<file path="src/rtl/modcounter_pkg.sv">
// Shared constants and helpers for the up/down modulus counter.
package modcounter_pkg;

  localparam logic DIR_UP   = 1'b1;
  localparam logic DIR_DOWN = 1'b0;

  // A stored modulus of 0 stands for 2^width.
  function automatic logic [32:0] mod_decode(input logic [31:0] mod_val, input int unsigned width);
    if (mod_val == 32'd0) begin
      return 33'd1 << width;
    end
    return {1'b0, mod_val};
  endfunction

endpackage

</file>
<file path="src/rtl/modcounter_modreg.sv">
// Holds the modulus in effect plus a pending modulus that is applied at the next wrap or load.
module modcounter_modreg
  import modcounter_pkg::*;
#(
  parameter int unsigned WIDTH       = 8,
  parameter int unsigned DEFAULT_MOD = 10
) (
  input  logic             clk_i,
  input  logic             rst_i,
  input  logic             load_i,
  input  logic             wrap_i,
  input  logic             mod_wr_i,
  input  logic [WIDTH-1:0] mod_val_i,
  output logic [WIDTH-1:0] mod_cur_o,
  output logic [WIDTH-1:0] mod_nxt_o
);

  logic [WIDTH-1:0] mod_q, mod_d;
  logic [WIDTH-1:0] pend_q, pend_d;
  logic             pend_vld_q, pend_vld_d;

  always_comb begin
    mod_d      = mod_q;
    pend_d     = pend_q;
    pend_vld_d = pend_vld_q;
    if (load_i) begin
      // A write in the same cycle as a load is applied immediately.
      if (mod_wr_i) begin
        mod_d = mod_val_i;
      end else if (pend_vld_q) begin
        mod_d = pend_q;
      end
      pend_vld_d = 1'b0;
    end else if (wrap_i) begin
      if (pend_vld_q) begin
        mod_d = pend_q;
      end
      pend_vld_d = mod_wr_i;
      if (mod_wr_i) begin
        pend_d = mod_val_i;
      end
    end else if (mod_wr_i) begin
      pend_d     = mod_val_i;
      pend_vld_d = 1'b1;
    end
  end

  always_ff @(posedge clk_i) begin
    if (rst_i) begin
      mod_q      <= WIDTH'(DEFAULT_MOD);
      pend_q     <= '0;
      pend_vld_q <= 1'b0;
    end else begin
      mod_q      <= mod_d;
      pend_q     <= pend_d;
      pend_vld_q <= pend_vld_d;
    end
  end

  assign mod_cur_o = mod_q;
  assign mod_nxt_o = mod_d;

endmodule

</file>
<file path="src/rtl/updown_modcounter.sv">
// Up/down modulus counter with deferred modulus update and load clamping.
// Optional wrap event counter enabled by macro UPDOWN_MODCOUNTER_WRAPCNT_EN.
module updown_modcounter
  import modcounter_pkg::*;
#(
  parameter int unsigned WIDTH       = 8,
  parameter int unsigned DEFAULT_MOD = 10
) (
  input  logic             clk,
  input  logic             rst,
  input  logic             en,
  input  logic             up,
  input  logic             load,
  input  logic [WIDTH-1:0] load_val,
  input  logic             mod_wr,
  input  logic [WIDTH-1:0] mod_val,
  output logic [WIDTH-1:0] out,
  output logic [WIDTH-1:0] mod_cur,
  output logic             tc,
  output logic             wrap,
  output logic             load_err
`ifdef UPDOWN_MODCOUNTER_WRAPCNT_EN
  ,
  output logic [15:0]      wrap_cnt
`endif
);

  logic [WIDTH-1:0] out_q, out_d;
  logic             wrap_q, load_err_q, load_err_d;
  logic [WIDTH-1:0] mod_nxt;
  logic [WIDTH-1:0] last_cur, last_nxt;
  logic [WIDTH:0]   m_nxt;
  logic             wrap_ev;

  modcounter_modreg #(
    .WIDTH       (WIDTH),
    .DEFAULT_MOD (DEFAULT_MOD)
  ) u_modreg (
    .clk_i     (clk),
    .rst_i     (rst),
    .load_i    (load),
    .wrap_i    (wrap_ev),
    .mod_wr_i  (mod_wr),
    .mod_val_i (mod_val),
    .mod_cur_o (mod_cur),
    .mod_nxt_o (mod_nxt)
  );

  // M-1 in WIDTH bits; a stored 0 naturally yields all ones.
  assign last_cur = mod_cur - 1'b1;
  assign last_nxt = mod_nxt - 1'b1;
  assign m_nxt    = (WIDTH+1)'(mod_decode(32'(mod_nxt), WIDTH));

  assign tc      = en & (((up == DIR_UP) & (out_q == last_cur)) |
                         ((up == DIR_DOWN) & (out_q == '0)));
  assign wrap_ev = tc & ~load;

  always_comb begin
    out_d      = out_q;
    load_err_d = 1'b0;
    if (load) begin
      if ({1'b0, load_val} >= m_nxt) begin
        out_d      = last_nxt;
        load_err_d = 1'b1;
      end else begin
        out_d = load_val;
      end
    end else if (en) begin
      // Down-wrap target uses the modulus being applied on this same edge.
      if (wrap_ev) begin
        out_d = (up == DIR_UP) ? '0 : last_nxt;
      end else begin
        out_d = (up == DIR_UP) ? out_q + 1'b1 : out_q - 1'b1;
      end
    end
  end

  always_ff @(posedge clk) begin
    if (rst) begin
      out_q      <= '0;
      wrap_q     <= 1'b0;
      load_err_q <= 1'b0;
    end else begin
      out_q      <= out_d;
      wrap_q     <= wrap_ev;
      load_err_q <= load_err_d;
    end
  end

`ifdef UPDOWN_MODCOUNTER_WRAPCNT_EN
  logic [15:0] wrap_cnt_q;

  always_ff @(posedge clk) begin
    if (rst) begin
      wrap_cnt_q <= '0;
    end else if (wrap_ev) begin
      wrap_cnt_q <= wrap_cnt_q + 16'd1;
    end
  end

  assign wrap_cnt = wrap_cnt_q;
`endif

  assign out      = out_q;
  assign wrap     = wrap_q;
  assign load_err = load_err_q;

endmodule

</file>
<file path="config.mk">
export PLATFORM = sky130hd
export DESIGN_NAME = updown_modcounter
export DESIGN_NICKNAME = d
export VERILOG_FILES = /design/src/rtl/modcounter_pkg.sv /design/src/rtl/modcounter_modreg.sv /design/src/rtl/updown_modcounter.sv
export SDC_FILE = /design/constraint.sdc
export NUM_CORES = 1
export LEC_CHECK = 0
export CAP_MARGIN = 25
export CORE_UTILIZATION = 54
export CTS_BUF_LIST = sky130_fd_sc_hd__clkbuf_8 sky130_fd_sc_hd__clkbuf_16
export DETAILED_ROUTE_END_ITERATION = 8
export GPL_TIMING_DRIVEN = 1
export PLACE_DENSITY = 0.84
export SYNTH_ARGS = -nofsm -noshare
export SYNTH_HDL_FRONTEND = slang
export SYNTH_SLANG_ARGS = --single-unit
</file>
<file path="constraint.sdc">
create_clock -name clk -period 6.8 [get_ports clk]
set_clock_uncertainty 0.05 [all_clocks]
set_input_delay 1.02 -clock clk [delete_from_list [all_inputs] [get_ports clk]]
set_output_delay 1.02 -clock clk [all_outputs]
set_load 0.01 [all_outputs]
</file>
==> impl_metrics.json, run 1 <==
{
  "tns_ns": 0,
  "grt_setup_unrepaired": "no",
  "final_antenna_net_count": 0,
  "crit_arrival_ns": 6.34,
  "die-width_um": 68.4,
  "status": "finished clean",
  "final_hold_violations": 0,
  "top_layer": "met4",
  "ys_dominant_reg_cell": "dfxtp_1",
  "fin_total_pwr_uw": 509,
  "fillerInstances": 347,
  "rows": 23,
  "cts-buffers-inserted": 3,
  "crit_required_ns": 6.93,
  "max-cap-violations": 0,
  "synth_enable_flop_cells": 0,
  "synth_area_leaders": "dfxtp_1 23%, mux2i_1 8.8%, ha_1 8.4%",
  "place_hpwl_mm": 4.83,
  "design.core.area_um2": 4120,
  "synth.yosys.warnings": 0,
  "dpl-instance-area_um2": 2810,
  "track_usage_pct": 29.4,
  "cts_root_buffer": "clkbuf_8",
  "initial_utilization_pct": 57.9,
  "cts.path.max_buffers": 2,
  "worst_path_clk_slew_ns": 0.10,
  "setup_violation_total_in_the_final_timing_report": 0,
  "synth.net_count": 320,
  "io-pin-count": 41,
  "finalCritPeriodShare_pct": 91.3,
  "io_buffer_count": 40,
  "tritoncts": "built",
  "pwr_density_cell_nw_per_um2": 178,
  "min_path_type": "reg -> reg",
  "synth-xor-area-share_pct": 6.99,
  "dr.pass1.iters": 4,
  "cts.sinks": 27,
  "gp_congestion": 0.942,
  "postCtsSetupRepairBufs": 0,
  "synth.avg_cell_area_um2": 8.48,
  "portion_of_netlist_area_occupied_by_mux_cells_pct": 10.9,
  "crit_path_start_kind": "input pin",
  "post-route-cell-area_um2": 2860,
  "max_slew.worst_pin.slew_ns": 1.06,
  "wl_met2_mm": 2.93,
  "postCtsHoldBufs": 0,
  "ys_types": 59,
  "drc": 0,
  "regArea_um2": 541,
  "power_switching_uw": 191,
  "global_route_wire_length_before_repair_mm": 10.1,
  "simple_gate_fraction_of_synth_area_pct": 20.3,
  "antenna_cells_inserted": 0,
  "nNetsFinal": 355,
  "ys_async_sr_fraction_pct": 0,
  "floorplan.die.height_um": 68.4,
  "gr-total-overflow": 0,
  "antenna_found_initial": 0,
  "later_pin_clock_latency_in_the_skew_report_ns": 0.29,
  "maxClockFrequency_ghz": 0.161,
  "critical_path_endpoint_category": "flop",
  "clkPwrFrac_pct": 19.5,
  "pin_count_of_the_biggest_net_entering_global_routing": 34,
  "synth_top_family_by_area": "compound AO/OA/AOI/OAI gates",
  "synth_top_cell_area_share_pct": 22.7,
  "initialDrtViolationCount": 179,
  "p_leak_nw": 1.17,
  "synth_fa_ha_area_share_pct": 9.24,
  "post_synth_instance_area_um2": 2380,
  "relSlewSlack_pct": 29.4,
  "pwr-share-comb_pct": 42.7,
  "wire_length_on_met3_um": 417,
  "design.die.area_um2": 4680,
  "cell_internal_pwr_uw": 317,
  "worstPathMaxFanout": 11,
  "detail_route.wl_per_cell_um": 17.5,
  "synth_commonest_cells": "27 x dfxtp_1, 26 x nor2_1, 21 x mux2i_1",
  "vias_after_detailed_routing": 2290,
  "ctsResizeCount": 0,
  "detail_route.wirelength_mm": 6.40,
  "multiInputGateArea_um2": 1730,
  "ir_worst_vdd_mv": 0.0901,
  "synth.most_common_cell": "dfxtp_1",
  "first_global_vias": 2075,
  "fin_crit_ns": 6.21,
  "ws_path_type": "in -> reg",
  "synth-compound-area-share_pct": 25.3,
  "drt-vias-per-instance": 6.27,
  "flow.area_growth_from_synthesis_pct": 20.0,
  "p_sw_share_pct": 37.6,
  "drive_above_1_share_pct": 8.57,
  "syn-instance-count": 281,
  "power_frac_seq_pct": 37.8,
  "flip_flop_and_latch_count_after_synthesis": 27,
  "htreeDepth": 1,
  "yosysSeqAreaShare_pct": 22.7,
  "post-synth-top-area-cell": "dfxtp_1",
  "met1_wirelength_mm": 2.94,
  "drv_slew": 0
}
metrics by stage:
stage                     setup WS, ns  hold WS [ns]  util, %  std cells
after floorplan                   1.44         0.404        -        281
after global placement           0.584         0.421     68.3        361
after detailed placement         0.376         0.428     68.3        361
after CTS                        0.633         0.455     69.4        365
after global routing             0.286         0.483     69.4        365
final                            0.591         0.456     69.4        365
flip-flops by register name, summed over array words and instances, names as in the netlist:
| name | cells |
|---|---|
| load_err | 1 |
| out | 8 |
| u_modreg.mod_cur_o | 8 |
| u_modreg.pend_q | 8 |
| u_modreg.pend_vld_q | 1 |
| wrap | 1 |
routing by layer:
metal / track usage [%] / vias to the layer above
li1: - / 1112
met1: 41.0 / 1062
met2: 46.1 / 104
met3: 4.17 / 12
met4: 9.11 / 0
met5: 0 / -
logic make-up after synthesis:
kind of cell / Yosys count
adders and majority gates: 17
xor gates and xnor gates: 19
and+or+nand+nor: 93
DFF: 27
muxes: 25
buffers and inverters: 23
AOI/OAI and AO/OA: 77
layout by cell type (no fill, tap or decap), types with 5 or more instances in the layout:
cell / synthesis / layout
clkdlybuf4s50_1: 0 / 40
dfxtp_1: 27 / 27
nor2_1: 26 / 26
mux2i_1: 21 / 21
nand2_1: 19 / 19
ha_1: 16 / 16
a21oi_1: 15 / 15
a21o_1: 12 / 12
nor3_1: 11 / 11
xor2_1: 10 / 10
inv_1: 9 / 9
xnor2_1: 9 / 9
o21ai_0: 8 / 8
a211oi_1: 8 / 8
nand2b_1: 6 / 6
nand3_1: 6 / 6
nand4_1: 5 / 5
cell type report:
type,instances,area share (%)
Clock buffer,3,1.44
Clock inverter,1,0.263
Inverter,10,1.75
Multi-Input combinational cell,231,60.6
Sequential cell,27,18.9
Tap cell,50,2.19
Timing Repair Buffer,43,14.8
worst paths after layout:
check	depth (start not counted)	end	from	slack (ns)
max	25	out[4]	up	0.59
min reg2reg	2	u_modreg.pend_q[7]	u_modreg.pend_q[7]	0.46
max reg2reg	24	out[4]	u_modreg.mod_cur_o[2]	1.04
min	2	u_modreg.pend_q[7]	u_modreg.pend_q[7]	0.46
critical path: stages:
cell	delay [ns]
clkdlybuf4s50_1	0.65
inv_1	0.10
nor3_1	0.20
o211ai_1	0.13
o21ai_2	0.48
nand2_4	0.17
clkinv_8	0.11
o221a_2	0.25
ha_1	0.23
inv_1	0.06
a221oi_1	0.19
and4b_2	0.33
a31oi_1	0.11
ha_1	0.28
nand2b_1	0.14
a21o_1	0.18
a21o_1	0.17
a21o_1	0.17
a21o_1	0.17
a21o_1	0.18
a21o_1	0.18
a21o_1	0.23
nand2_4	0.15
mux2i_1	0.11
a2111oi_2	0.35
power groups by stage:
stage	logic, mW	registers (mW)	clock network, mW
6_report	0.217	0.192	0.0990
5_1_grt	0.239	0.194	0.106
4_1_cts	0.215	0.191	0.0977
3_5_place_dp	0.213	0.195	0
3_3_place_gp	0.209	0.195	0
2_1_floorplan	0.148	0.191	0
(Power assumes the default switching activity.)
==> inputs of run 2 (changes only) <==
--- a/config.mk
+++ b/config.mk
@@ -11,6 +11,7 @@
 export DETAILED_ROUTE_END_ITERATION = 8
 export GPL_TIMING_DRIVEN = 1
 export PLACE_DENSITY = 0.84
+export RECOVER_POWER = 25
 export SYNTH_ARGS = -nofsm -noshare
 export SYNTH_HDL_FRONTEND = slang
 export SYNTH_SLANG_ARGS = --single-unit
==> run 2 against run 1 <==
  * Clock-buffer cell count unchanged
  * Sequential power is essentially flat
  * Routed wire length decreased by 0.81%
  * Non-clock buffer count unchanged
  * Final area unchanged
  * Combinational power about the same
  * First-iteration DRC count is 25% higher
  * Utilization is the same
  * Register-to-register slack hardly changed
  * Global-route usage stayed put
  * Hold slack lost 0.0014 ns
  * Die area stayed put
==> impl_metrics.json, run 2 (synthesized netlist as in run 1, its figures left out) <==
{
  "cts.path.max_buffers": 2,
  "ir_worst_vdd_mv": 0.0891,
  "io_buffer_count": 40,
  "antenna_cells_inserted": 0,
  "drt-vias-per-instance": 6.26,
  "ctsResizeCount": 0,
  "antenna_found_initial": 0,
  "place_hpwl_mm": 4.83,
  "cts-buffers-inserted": 3,
  "final_cell_mix": "29 x clkdlybuf4s50_1, 27 x dfxtp_1, 26 x nor2_1",
  "grt_setup_unrepaired": "no",
  "detail_route.wl_per_cell_um": 17.4,
  "fin_total_pwr_uw": 505,
  "htreeDepth": 1,
  "track_usage_pct": 29.4,
  "slowest_delay_ns": 0.66,
  "cts.sinks": 27,
  "final_hold_violations": 0,
  "critical_path_endpoint_category": "flop",
  "tns_ns": 0,
  "global_route_wire_length_before_repair_mm": 10.1,
  "crit_required_ns": 6.93,
  "vias_after_detailed_routing": 2284,
  "gp_congestion": 0.942,
  "cts_root_buffer": "clkbuf_8",
  "relSlewSlack_pct": 30.0,
  "min_path_type": "reg -> reg",
  "mostFrequentLayoutCell": "clkdlybuf4s50_1",
  "drive_above_1_share_pct": 8.57,
  "later_pin_clock_latency_in_the_skew_report_ns": 0.28,
  "hold_crit_depth": 2,
  "rows": 23,
  "finalCritPeriodShare_pct": 91.4,
  "initialDrtViolationCount": 223,
  "cp_top_family": "compound AO/OA/AOI/OAI gates",
  "fin_crit_ns": 6.22,
  "design.die.area_um2": 4680,
  "die-width_um": 68.4,
  "drc": 0,
  "drv_slew": 0,
  "dr.pass1.iters": 4,
  "status": "finished clean",
  "finish.utilization_pct": 69.4,
  "pwr_density_cell_nw_per_um2": 177,
  "min_delay_worst_endpoint": "u_modreg.pend_q[7]",
  "holdCritStartpoint": "u_modreg.pend_q[7]",
  "postCtsHoldBufs": 0,
  "io-pin-count": 41,
  "p_leak_nw": 1.19,
  "max-cap-violations": 0,
  "detail_route.wirelength_mm": 6.35,
  "crit_path_frequent_cell": "a21o_1",
  "final_antenna_net_count": 0,
  "r2r_start": "u_modreg.mod_cur_o[2]",
  "nNetsFinal": 355,
  "logic_depth_of_the_worst_register_to_register_path": 24,
  "worst_path_clk_slew_ns": 0.10,
  "timing.critical_path.slowest_stage_cell": "clkdlybuf4s50_1",
  "ws_path_type": "in -> reg",
  "tritoncts": "built",
  "regToRegSetupSlack_ns": 1.04,
  "maxClockFrequency_ghz": 0.161,
  "fillerInstances": 347,
  "r2r_end": "out[5]",
  "design.core.area_um2": 4120,
  "first_global_vias": 2075,
  "flow.area_growth_from_synthesis_pct": 20.0,
  "floorplan.die.height_um": 68.4,
  "max_slew.worst_pin.slew_ns": 1.05,
  "setup_violation_total_in_the_final_timing_report": 0,
  "gr-total-overflow": 0,
  "postCtsSetupRepairBufs": 0,
  "initial_utilization_pct": 57.9,
  "critical_path.n_buffers_inverters": 4,
  "crit_arrival_ns": 6.35,
  "pin_count_of_the_biggest_net_entering_global_routing": 34,
  "crit_path_start_kind": "input pin",
  "worstPathMaxFanout": 11
}
run 2: cell types whose count changed in the layout (fill, tap and decap cells not counted), sizes merged:
cell,previous run,this run
clkdlybuf4s50,40,29
dlygate4sd3,0,11
run 2: layout make-up:
cell class	count	area [um^2]	area share [%]
Clock buffer	3	41.3	1.44
Clock inverter	1	7.51	0.263
Inverter	10	50.0	1.75
Multi-Input combinational cell	231	1730	60.6
Sequential cell	27	541	18.9
Tap cell	50	62.6	2.19
Timing Repair Buffer	43	423	14.8
run 2: worst max path at each step:
stage | to | cells after the start | from
2_1_floorplan | out[4] | 25 | up
3_3_place_gp | out[4] | 25 | up
6_report | out[5] | 25 | up
4_1_cts | out[5] | 25 | up
5_1_grt | out[5] | 25 | up
3_5_place_dp | out[5] | 25 | up
run 2: worst reg2reg max path: cells and delay by family, from the launching register on:
family,cells,cell delay (ns)
adder cells (fa/ha/maj),2,0.50
AO/OA/AOI/OAI,13,2.84
multiplexers,1,0.11
flip-flops,1,0.46
AND/OR/NAND/NOR,6,1.52
buffers and inverters,2,0.17
run 2: layer usage:
layer  up-vias  track usage (%)  routed length [um]
met5         -                0                   0
met4         0             9.11                 105
met3        10             4.17                 491
met2       100             46.1                2910
met1      1060             41.0                2840
li1       1114                -                   -
run 2: report_power, final:
part           total (mW)  switching (mW)  internal (mW)
clock network      0.0987          0.0569         0.0418
logic               0.215           0.112          0.103
registers           0.192          0.0214          0.170
run 2: per-stage QoR:
step	hold WS, ns	worst slack (ns)	instances	instance area (um^2)
6_report	0.454	0.582	365	2860
5_1_grt	0.483	0.286	365	2860
4_1_cts	0.455	0.633	365	2860
3_5_place_dp	0.428	0.376	361	2810
3_3_place_gp	0.421	0.584	361	2810
2_1_floorplan	0.404	1.44	281	2380
==> inputs of run 3 (changes only) <==
--- a/config.mk
+++ b/config.mk
@@ -9,6 +9,7 @@
 export CORE_UTILIZATION = 54
 export CTS_BUF_LIST = sky130_fd_sc_hd__clkbuf_8 sky130_fd_sc_hd__clkbuf_16
 export DETAILED_ROUTE_END_ITERATION = 8
+export GPL_ROUTABILITY_DRIVEN = 1
 export GPL_TIMING_DRIVEN = 1
 export PLACE_DENSITY = 0.84
 export RECOVER_POWER = 25
==> results of run 3 <==
Same layout as run 2: the final DEF is identical, and so are final timing and power.
==> variant: new RTL, config.mk and constraints of run 3 <==
Add an input register stage for `en`, `up`, `load`, `load_val`, `mod_wr` and `mod_val`; this delays them by one clock. Comments in the files are not updated.
--- a/src/rtl/updown_modcounter.sv
+++ b/src/rtl/updown_modcounter.sv
@@ -26,4 +26,20 @@
 );
 
+  logic en_q;
+  logic up_q;
+  logic load_q;
+  logic [WIDTH-1:0] load_val_q;
+  logic mod_wr_q;
+  logic [WIDTH-1:0] mod_val_q;
+
+  always_ff @(posedge clk) begin
+    en_q       <= en;
+    up_q       <= up;
+    load_q     <= load;
+    load_val_q <= load_val;
+    mod_wr_q   <= mod_wr;
+    mod_val_q  <= mod_val;
+  end
+
   logic [WIDTH-1:0] out_q, out_d;
   logic             wrap_q, load_err_q, load_err_d;
@@ -39,8 +55,8 @@
     .clk_i     (clk),
     .rst_i     (rst),
-    .load_i    (load),
+    .load_i    (load_q),
     .wrap_i    (wrap_ev),
-    .mod_wr_i  (mod_wr),
-    .mod_val_i (mod_val),
+    .mod_wr_i  (mod_wr_q),
+    .mod_val_i (mod_val_q),
     .mod_cur_o (mod_cur),
     .mod_nxt_o (mod_nxt)
@@ -52,24 +68,24 @@
   assign m_nxt    = (WIDTH+1)'(mod_decode(32'(mod_nxt), WIDTH));
 
-  assign tc      = en & (((up == DIR_UP) & (out_q == last_cur)) |
-                         ((up == DIR_DOWN) & (out_q == '0)));
-  assign wrap_ev = tc & ~load;
+  assign tc      = en_q & (((up_q == DIR_UP) & (out_q == last_cur)) |
+                         ((up_q == DIR_DOWN) & (out_q == '0)));
+  assign wrap_ev = tc & ~load_q;
 
   always_comb begin
     out_d      = out_q;
     load_err_d = 1'b0;
-    if (load) begin
-      if ({1'b0, load_val} >= m_nxt) begin
+    if (load_q) begin
+      if ({1'b0, load_val_q} >= m_nxt) begin
         out_d      = last_nxt;
         load_err_d = 1'b1;
       end else begin
-        out_d = load_val;
+        out_d = load_val_q;
       end
-    end else if (en) begin
+    end else if (en_q) begin
       // Down-wrap target uses the modulus being applied on this same edge.
       if (wrap_ev) begin
-        out_d = (up == DIR_UP) ? '0 : last_nxt;
+        out_d = (up_q == DIR_UP) ? '0 : last_nxt;
       end else begin
-        out_d = (up == DIR_UP) ? out_q + 1'b1 : out_q - 1'b1;
+        out_d = (up_q == DIR_UP) ? out_q + 1'b1 : out_q - 1'b1;
       end
     end
Behaviour: not the same (a bounded check fails within 4 cycles, from zero or initial values and one cycle with rst high).
==> variant against run 3 <==
  * Wire length rose by 32%
  * Sequential cell count up 20
  * Clock power is 76% higher
  * Cell area is 29% higher
  * Synthesized area increased by 33%
  * Setup slack better by 330 ps
  * Final cell count rose by 28%
  * Total power rose by 61%
  * Critical path type is now register to register
==> variant: results <==
[outcome]
status = complete, no violations

[route]
viasPerCell = 6.271
firstDrtPassIters = 7
dr_wl_met2_mm = 3.862
wl_met1_mm = 3.735
routed-wl-met3_um = 647
wirelength_mm = 8.401
drt_iter0_drc = 383

[worst_setup_path]
critPathTopFamily = simple AND/OR/NAND/NOR gates
reg2regPathDepth = 26
crit_fanout = 9
slowest_stage = dfxtp_1
worst_path_largest_cell_delay_ps = 540
arrival_ps = 6050
r2r_slack_ps = 910
critPathKind = register to register
rr_endpoint = out[7]$_SDFFE_PP0P_
crit_start = u_modreg.mod_cur_o[1]$_SDFF_PP1_

[placement]
dpl_worst_slack_ps = 1046
dpl_cell_area_um2 = 3566
place_hpwl_mm = 6.304
dp.cells = 460
place_congestion = 0.9764

[synth]
synth_nets = 403
yosys-top-cells-area = dfxtp_1 30%, mux2i_1 7.0%, ha_1 6.3%, nor2_1 4.5%, xnor2_1 4.2%
ys_top_cells_by_count = 47 x dfxtp_1, 38 x nor2_1, 27 x nand2_1
synthCells = 364
ys_types = 69
ys_seq_area_frac = 0.2974

[power]
p_leak_nw = 1.404
p_sw_uw = 302.0
p_clk_frac = 0.214
power_frac_seq = 0.412
max-vdd-ir-drop_mv = 0.1466
seq-power_uw = 334
p_per_area_nw_per_um2 = 220.8

[global_routing]
met2_usage = 0.4617
grt_use_met1 = 0.4026
grt_max_degree = 35
grt_first_pass_wirelength_mm = 13.92
track_usage = 0.2924
grt_pass1_vias = 2692
use_met3 = 0.05465

[timing]
hold_slack_ps = 450.4
worst_pin_slew_ps = 956.5
fmax_mhz = 169.7

[cells_and_area]
layout.nets = 435
fin_cells = 469
drive_gt1_frac = 0.08816
nFillCells = 481

[cts]
htreeDepth = 2
cts-buffers-inserted = 5
clkLatencyLatePin_ps = 300

[min_path]
hp-start = u_modreg.pend_q[4]$_SDFFE_PP0P_
hold_end = u_modreg.pend_q[4]$_SDFFE_PP0P_
variant: changes by cell type after synthesis, moves of 6 or more:
| cell | delta |
|---|---|
| a21o_1 | -8 |
| a21oi_1 | +6 |
| dfxtp_1 | +20 |
| nand2_1 | +8 |
| nor2_1 | +12 |
| o21ai_0 | +6 |
| xnor2_1 | +6 |
variant: area by class of cell:
cell class	count	area share
inverters	15	0.01533
repair buffers	42	0.1151
clock inverters	3	0.006471
clock buffers	5	0.01873
multi-input cells	285	0.5637
well taps	72	0.02452
flip-flops and latches	47	0.2561
variant: cell families (layout without fill, tap and decap cells):
group                      count (synthesis)  count (layout)  synth area share
AOI/OAI and AO/OA                         89              89            0.2195
xor gates and xnor gates                  22              22           0.06327
adders and majority gates                 17              17           0.06959
buffers and inverters                     32              65           0.04824
DFF                                       47              47            0.2973
muxes                                     24              24           0.07671
and+or+nand+nor                          133             133            0.2254
